### src/rtl/sta_pkg.sv
// Shared types, fail codes and graph constants for the STA timing-graph self-test driver.
// Node ranks define the topological order the generated DAG must respect.
package sta_pkg;

    localparam int N_NODE = 16;
    localparam int N_EDGE = 32;

    // Fibonacci taps 16,14,13,11 as a bit mask over state[15:0]
    localparam logic [15:0] LFSR_TAPS = 16'hB400;

    typedef enum logic [2:0] {
        ST_IDLE = 3'd0,
        ST_GEN  = 3'd1,
        ST_SEND = 3'd2,
        ST_WAIT = 3'd3,
        ST_RECV = 3'd4,
        ST_DONE = 3'd5
    } state_e;

    localparam logic [2:0] FC_OK    = 3'd0;
    localparam logic [2:0] FC_TMO   = 3'd1;
    localparam logic [2:0] FC_FIRST = 3'd2;
    localparam logic [2:0] FC_LAST  = 3'd3;
    localparam logic [2:0] FC_HOP   = 3'd4;
    localparam logic [2:0] FC_SUM   = 3'd5;
    localparam logic [2:0] FC_LONG  = 3'd6;
    localparam logic [2:0] FC_WD    = 3'd7;

    // Source ranks first, sink ranks last, everything else keeps its order
    function automatic logic [3:0] rank(input logic [3:0] n);
        if (n == 4'd0)
            rank = 4'd0;
        else if (n == 4'd1)
            rank = 4'd15;
        else
            rank = n - 4'd1;
    endfunction

endpackage

### src/rtl/sta_lfsr16.sv
// 16-bit Fibonacci LFSR; load has priority over enable, state updates one cycle later.
// No flow control: the owner decides when to step via en_i.
module sta_lfsr16
    import sta_pkg::*;
(
    input  logic        clk,
    input  logic        rst_n,
    input  logic        load_i,
    input  logic        en_i,
    input  logic [15:0] seed_i,
    output logic [15:0] state_o
);

    logic [15:0] state_q, state_d;

    always_comb begin
        state_d = state_q;
        if (load_i)
            state_d = seed_i;
        else if (en_i)
            state_d = {state_q[14:0], ^(state_q & LFSR_TAPS)};
    end

    always_ff @(posedge clk or negedge rst_n) begin
        if (!rst_n)
            state_q <= 16'h0000;
        else
            state_q <= state_d;
    end

    assign state_o = state_q;

endmodule

### src/rtl/sta_graph_driver.sv
// Self-test master for the STA core: builds a random 16-node DAG, streams it, then checks the path reply.
// Stream is fixed-length with no backpressure; the reply is consumed one node per out_valid cycle.
module sta_graph_driver
    import sta_pkg::*;
#(
    parameter int          TIMEOUT  = 1024,
    parameter logic [15:0] SEED_DEF = 16'hACE1
)
(
    input  logic        clk,
    input  logic        rst_n,
    input  logic        start,
    input  logic [15:0] seed,
    output logic        busy,
    output logic        in_valid,
    output logic [3:0]  delay,
    output logic [3:0]  source,
    output logic [3:0]  destination,
    input  logic        out_valid,
    input  logic [7:0]  worst_delay,
    input  logic [3:0]  path,
    output logic        done,
    output logic        pass,
    output logic [2:0]  fail_code,
    output logic [7:0]  rpt_delay,
    output logic [4:0]  rpt_len
);

    localparam int TW = $clog2(TIMEOUT + 1);

    state_e          state_q, state_d;
    logic [5:0]      ecnt_q, ecnt_d;
    logic [TW-1:0]   tmo_q, tmo_d;
    logic [4:0]      len_q, len_d;
    logic [7:0]      sum_q, sum_d;
    logic [7:0]      rptd_q, rptd_d;
    logic [3:0]      prev_q, prev_d;
    logic [2:0]      fail_q, fail_d;
    logic            pass_q, pass_d;
    logic [2:0]      code, node_code, end_code;

    logic [7:0]                 edge_q [N_EDGE];
    logic [3:0]                 dly_q  [N_NODE];
    logic [N_NODE*N_NODE-1:0]   used_q;

    logic [15:0] lfsr;
    logic [3:0]  lfsr_unused;
    logic        start_go, gen_acc, node_vld, first;
    logic [3:0]  cand_a, cand_b, cand_src, cand_dst;

    assign start_go    = (state_q == ST_IDLE) && start;
    assign lfsr_unused = lfsr[15:12];

    sta_lfsr16 u_lfsr (
        .clk     (clk),
        .rst_n   (rst_n),
        .load_i  (start_go),
        .en_i    ((state_q == ST_GEN) || (state_q == ST_SEND)),
        .seed_i  ((seed == 16'd0) ? SEED_DEF : seed),
        .state_o (lfsr)
    );

    // Candidate edge, oriented so it always points forward in rank order
    always_comb begin
        cand_a = lfsr[3:0];
        cand_b = lfsr[7:4];
        if (rank(cand_a) < rank(cand_b)) begin
            cand_src = cand_a;
            cand_dst = cand_b;
        end else begin
            cand_src = cand_b;
            cand_dst = cand_a;
        end
        gen_acc = (state_q == ST_GEN) && (rank(cand_a) != rank(cand_b))
                  && !used_q[{cand_src, cand_dst}];
    end

    always_ff @(posedge clk or negedge rst_n) begin
        if (!rst_n) begin
            used_q <= '0;
            for (int i = 0; i < N_EDGE; i++) edge_q[i] <= 8'h00;
            for (int i = 0; i < N_NODE; i++) dly_q[i] <= 4'h0;
        end else begin
            if (start_go) begin
                used_q        <= '0;
                used_q[8'h01] <= 1'b1;
                edge_q[0]     <= 8'h01;
            end else if (gen_acc) begin
                used_q[{cand_src, cand_dst}] <= 1'b1;
                edge_q[ecnt_q[4:0]]          <= {cand_src, cand_dst};
            end
            if (in_valid && (ecnt_q < 6'(N_NODE)))
                dly_q[ecnt_q[3:0]] <= lfsr[11:8];
        end
    end

    assign node_vld = ((state_q == ST_WAIT) || (state_q == ST_RECV)) && out_valid;
    assign first    = (len_q == 5'd0);

    // Lowest code wins when several checks trip on the same node
    always_comb begin
        node_code = FC_OK;
        if (first) begin
            if (path != 4'd0) node_code = FC_FIRST;
        end else if (!used_q[{prev_q, path}]) begin
            node_code = FC_HOP;
        end else if (len_q >= 5'd16) begin
            node_code = FC_LONG;
        end else if (worst_delay != 8'd0) begin
            node_code = FC_WD;
        end
        if (prev_q != 4'd1)
            end_code = FC_LAST;
        else if (sum_q != rptd_q)
            end_code = FC_SUM;
        else
            end_code = FC_OK;
    end

    always_comb begin
        state_d = state_q;
        ecnt_d  = ecnt_q;
        tmo_d   = tmo_q;
        len_d   = len_q;
        sum_d   = sum_q;
        prev_d  = prev_q;
        rptd_d  = rptd_q;
        fail_d  = fail_q;
        pass_d  = pass_q;
        code    = FC_OK;
        case (state_q)
            ST_IDLE: if (start) begin
                state_d = ST_GEN;
                ecnt_d  = 6'd1;
                len_d   = 5'd0;
                sum_d   = 8'd0;
                prev_d  = 4'd0;
                rptd_d  = 8'd0;
                fail_d  = FC_OK;
                pass_d  = 1'b0;
            end
            ST_GEN: if (gen_acc) begin
                ecnt_d = ecnt_q + 6'd1;
                if (ecnt_q == 6'(N_EDGE - 1)) begin
                    state_d = ST_SEND;
                    ecnt_d  = 6'd0;
                end
            end
            ST_SEND: begin
                ecnt_d = ecnt_q + 6'd1;
                if (ecnt_q == 6'(N_EDGE - 1)) begin
                    state_d = ST_WAIT;
                    tmo_d   = '0;
                end
            end
            ST_WAIT: begin
                if (out_valid) begin
                    state_d = ST_RECV;
                end else if (tmo_q == TW'(TIMEOUT - 1)) begin
                    code    = FC_TMO;
                    state_d = ST_DONE;
                end else begin
                    tmo_d = tmo_q + 1'b1;
                end
            end
            ST_RECV: if (!out_valid) begin
                code    = end_code;
                state_d = ST_DONE;
            end
            ST_DONE: state_d = ST_IDLE;
            default: state_d = ST_IDLE;
        endcase
        if (node_vld) begin
            code   = node_code;
            len_d  = (len_q == 5'd31) ? len_q : len_q + 5'd1;
            sum_d  = sum_q + {4'd0, dly_q[path]};
            prev_d = path;
            if (first) rptd_d = worst_delay;
        end
        if (fail_q == FC_OK && state_q != ST_IDLE)
            fail_d = code;
        if (state_d == ST_DONE)
            pass_d = (fail_d == FC_OK);
    end

    always_ff @(posedge clk or negedge rst_n) begin
        if (!rst_n) begin
            state_q <= ST_IDLE;
            ecnt_q  <= 6'd0;
            tmo_q   <= '0;
            len_q   <= 5'd0;
            sum_q   <= 8'd0;
            rptd_q  <= 8'd0;
            prev_q  <= 4'd0;
            fail_q  <= FC_OK;
            pass_q  <= 1'b0;
        end else begin
            state_q <= state_d;
            ecnt_q  <= ecnt_d;
            tmo_q   <= tmo_d;
            len_q   <= len_d;
            sum_q   <= sum_d;
            rptd_q  <= rptd_d;
            prev_q  <= prev_d;
            fail_q  <= fail_d;
            pass_q  <= pass_d;
        end
    end

    assign busy        = (state_q != ST_IDLE);
    assign in_valid    = (state_q == ST_SEND);
    assign source      = in_valid ? edge_q[ecnt_q[4:0]][7:4] : 4'd0;
    assign destination = in_valid ? edge_q[ecnt_q[4:0]][3:0] : 4'd0;
    assign delay       = (in_valid && (ecnt_q < 6'(N_NODE))) ? lfsr[11:8] : 4'd0;
    assign done        = (state_q == ST_DONE);
    assign pass        = pass_q;
    assign fail_code   = fail_q;
    assign rpt_delay   = rptd_q;
    assign rpt_len     = len_q;

endmodule

### config.mk
export PLATFORM = sky130hd
export DESIGN_NAME = sta_graph_driver
export DESIGN_NICKNAME = d
export VERILOG_FILES = /design/src/rtl/sta_pkg.sv /design/src/rtl/sta_lfsr16.sv /design/src/rtl/sta_graph_driver.sv
export SDC_FILE = /design/constraint.sdc
export NUM_CORES = 1
export LEC_CHECK = 0
export CAP_MARGIN = 0
export CORE_UTILIZATION = 30
export DETAILED_ROUTE_END_ITERATION = 6
export SLEW_MARGIN = 20
export SYNTH_ARGS = -nofsm -noshare
export SYNTH_HDL_FRONTEND = slang
export SYNTH_SLANG_ARGS = --single-unit
### constraint.sdc
create_clock -name clk -period 9.2 [get_ports clk]
set_input_delay 1.84 -clock clk [delete_from_list [all_inputs] [get_ports clk]]
set_output_delay 1.84 -clock clk [all_outputs]
set_load 0.01 [all_outputs]
==> results_dict.tcl <==
set metrics [dict create \
    synth_cells 2963 \
    rows 121 \
    placed_cell_area_um2 35200 \
    synthArstFlopShare 1.00 \
    h-tree-depth 3 \
    worst-slew-pin-transition_ns 1.26 \
    endpoint_kind "flip-flop" \
    die_y_um 335 \
    drtIter0Drc 2120 \
    hold_ws_ns 0.486 \
    synth_nets 3018 \
    fmax_ghz 0.140 \
    track_usage 0.174 \
    worst-setup-path-type "flip-flop to flip-flop" \
    drv_cap 0 \
    vias_per_cell 5.46 \
    finalSetupViolCount 0 \
    crit_arrival_ns 7.66 \
    ant_nets 0 \
    clk_pin_slew_worst_paths_ns 0.06 \
    grt_max_degree 216 \
    holdBufCountCts 0 \
    cts_tree "done" \
    regArea_um2 16000 \
    tns_ns 0 \
    die_w_um 335 \
    die-area_um2 112000 \
    ctsResizeCount 0 \
    nets 2964 \
    first_pass_iters 5 \
    final.fill_count 10900 \
    cts-root-buf "clkbuf_16" \
    synth_cell_types 88 \
    drive_gt1_frac 0.223 \
    path_max_fanout 33 \
    cp.required_ns 9.70 \
    via_count 24200 \
    avgSynthCellArea_um2 11.2 \
    period_minus_slack_ns 7.16 \
    yosysSeqAreaShare 0.482 \
    io_pins 64 \
    wirelength_um 97200 \
    syn2layout_area_growth_pct 12.8 \
    dp_hpwl_um 62600 \
    initial_core_util 0.304 \
    cts_buffers 74 \
    synthesis.area_um2 33300 \
    multi_input_area_um2 16100 \
    synth_edf_count 0 \
    clk_latency_ns 0.63 \
    status "finished clean" \
    route.detailed.drc 0 \
    min_path_type "flip-flop to flip-flop" \
    diodes 0 \
    stdcell_area_um2 37500 \
    ctsLongestPathBuffers 3 \
    hold_viol 0 \
    cts.sink_count 641 \
    portBuffers 63 \
    antenna_found_initial 0 \
    cts_setup_buffers 0 \
    coreArea_um2 109000 \
    wl_per_cell_um 21.9 \
    grt_pass1_vias 24100 \
    grt_pass1_wl_um 152000 \
    ys_dominant_reg_cell "dfrtp_1" \
    grt_setup_unrepaired "no" \
    relSlewSlack 0.159 \
    ys_ff_latch 641 \
    fin_crit_sh 0.778 \
    crit_path_start_kind "flip-flop" \
    drv_slew 0 \
    ys.warnings.count 0 \
    routabilityCongestion 0.878 \
    fin_skew_ns 0.0404 \
    grt_overflow_total 0 \
]
[metal layers]
| layer | routed length (um) | global-route usage | up-vias |
|---|---|---|---|
| li1 | - | - | 10700 |
| met1 | 42800 | 0.244 | 12500 |
| met2 | 44900 | 0.271 | 876 |
| met3 | 6190 | 0.0268 | 196 |
| met4 | 3370 | 0.0631 | 0 |
| met5 | 0 | 0 | - |
[synthesized netlist by cell type (all sizes together) (5+ instances only)]
library cell / instances / area, um^2
a211oi: 31 / 233
a21o: 11 / 82.6
a21oi: 71 / 370
a221oi: 9 / 78.8
a311o: 5 / 50.1
a311oi: 14 / 123
a31oi: 11 / 68.8
a32o: 7 / 70.1
and2: 14 / 87.6
and3: 25 / 156
buf: 73 / 440
clkbuf: 171 / 642
dfrtp: 641 / 16000
ha: 22 / 275
inv: 26 / 97.6
mux2: 305 / 3430
mux2i: 96 / 961
mux4: 152 / 3420
nand2: 520 / 1960
nand2b: 15 / 93.8
nand3: 109 / 648
nand4: 26 / 388
nor2: 80 / 308
nor2b: 8 / 57.6
nor3: 21 / 116
nor4: 12 / 75.1
o21ai: 320 / 1610
o221ai: 13 / 114
o22ai: 33 / 206
o31ai: 10 / 88.8
or2: 15 / 93.9
or3: 18 / 118
xor2: 16 / 140
[path summary, 6_finish.rpt]
kind                              startpoint     endpoint  slack [ns]  cells after the start
max                        u_lfsr.state_o[4]  edge_q[124]        2.04                     18
min                               edge_q[11]   edge_q[11]        0.49                      1
max reg2reg                u_lfsr.state_o[4]  edge_q[124]        2.04                     18
min reg2reg                       edge_q[11]   edge_q[11]        0.49                      1
max in group asynchronous              rst_n    prev_q[1]        6.04                      3
min in group asynchronous              rst_n  used_q[188]        1.25                      1
[cell usage in the layout (no fill, tap or decap), types with 14 or more instances in the layout]
master	n
nand3_1	93
mux4_2	152
mux2i_1	96
o22ai_1	33
dfrtp_1	638
nor2_1	77
a311oi_1	14
mux2_2	275
clkdlybuf4s50_1	60
inv_1	24
clkbuf_1	20
a211oi_1	31
o21ai_1	66
nor3_1	20
clkbuf_16	75
ha_1	22
nand4_4	15
xor2_1	16
nand2_1	516
buf_4	46
a21oi_1	69
o21ai_0	252
mux2_1	30
or3_1	17
nand2b_1	15
and3_1	25
[cell type report]
cell class	instances	share of cell area
Multi-Input combinational cell	2051	0.429
Sequential cell	641	0.428
Clock buffer	108	0.0568
Tap cell	1476	0.0493
Timing Repair Buffer	114	0.0291
Clock inverter	19	0.00561
Inverter	27	0.00270
[kinds of logic (layout without fill, tap and decap cells)]
group	Yosys count	in the layout	synth area share
fa+ha+maj	23	23	0.00888
mux	553	553	0.235
simple gates	875	875	0.126
flops	641	641	0.482
compound gates	580	580	0.106
xor+xnor	20	20	0.00527
buf+inv	271	268	0.0356
[per-stage QoR]
stage                     instances   util  setup WS (ns)
final                          4436  0.343           2.04
after global routing           4436  0.343           1.80
after CTS                      4436  0.343           2.23
after detailed placement       4309  0.322           2.32
after global placement         4309  0.322           2.44
after floorplan                2963      -           3.43
[worst max-delay path: stages, from the launching register on]
cell and delay, ns:
dfrtp_1 0.67, inv_2 0.23, ha_1 0.30, nor3_1 0.24
o32ai_1 0.16, ha_1 0.41, a21o_1 0.28, o21ai_2 0.20
and2_2 0.72, buf_4 0.33, nand2_1 0.13, o22ai_1 0.28
a31oi_1 0.11, and3_1 0.25, o311ai_1 0.97, o211ai_4 0.61
buf_4 0.43, nand2b_1 0.30, mux2_2 0.38
[sequential cells by signal, summed over array words and instances (netlist names), 4 cells and up]
name	flops
sum_q	8
rpt_len	5
used_q	256
ecnt_q	6
tmo_q	11
dly_q	64
prev_q	4
edge_q	256
u_lfsr.state_o	16
rpt_delay	8
Power is left out: the tool's default activity adds up to more than one toggle a clock period on the data nets, which glitch-free logic cannot reach.
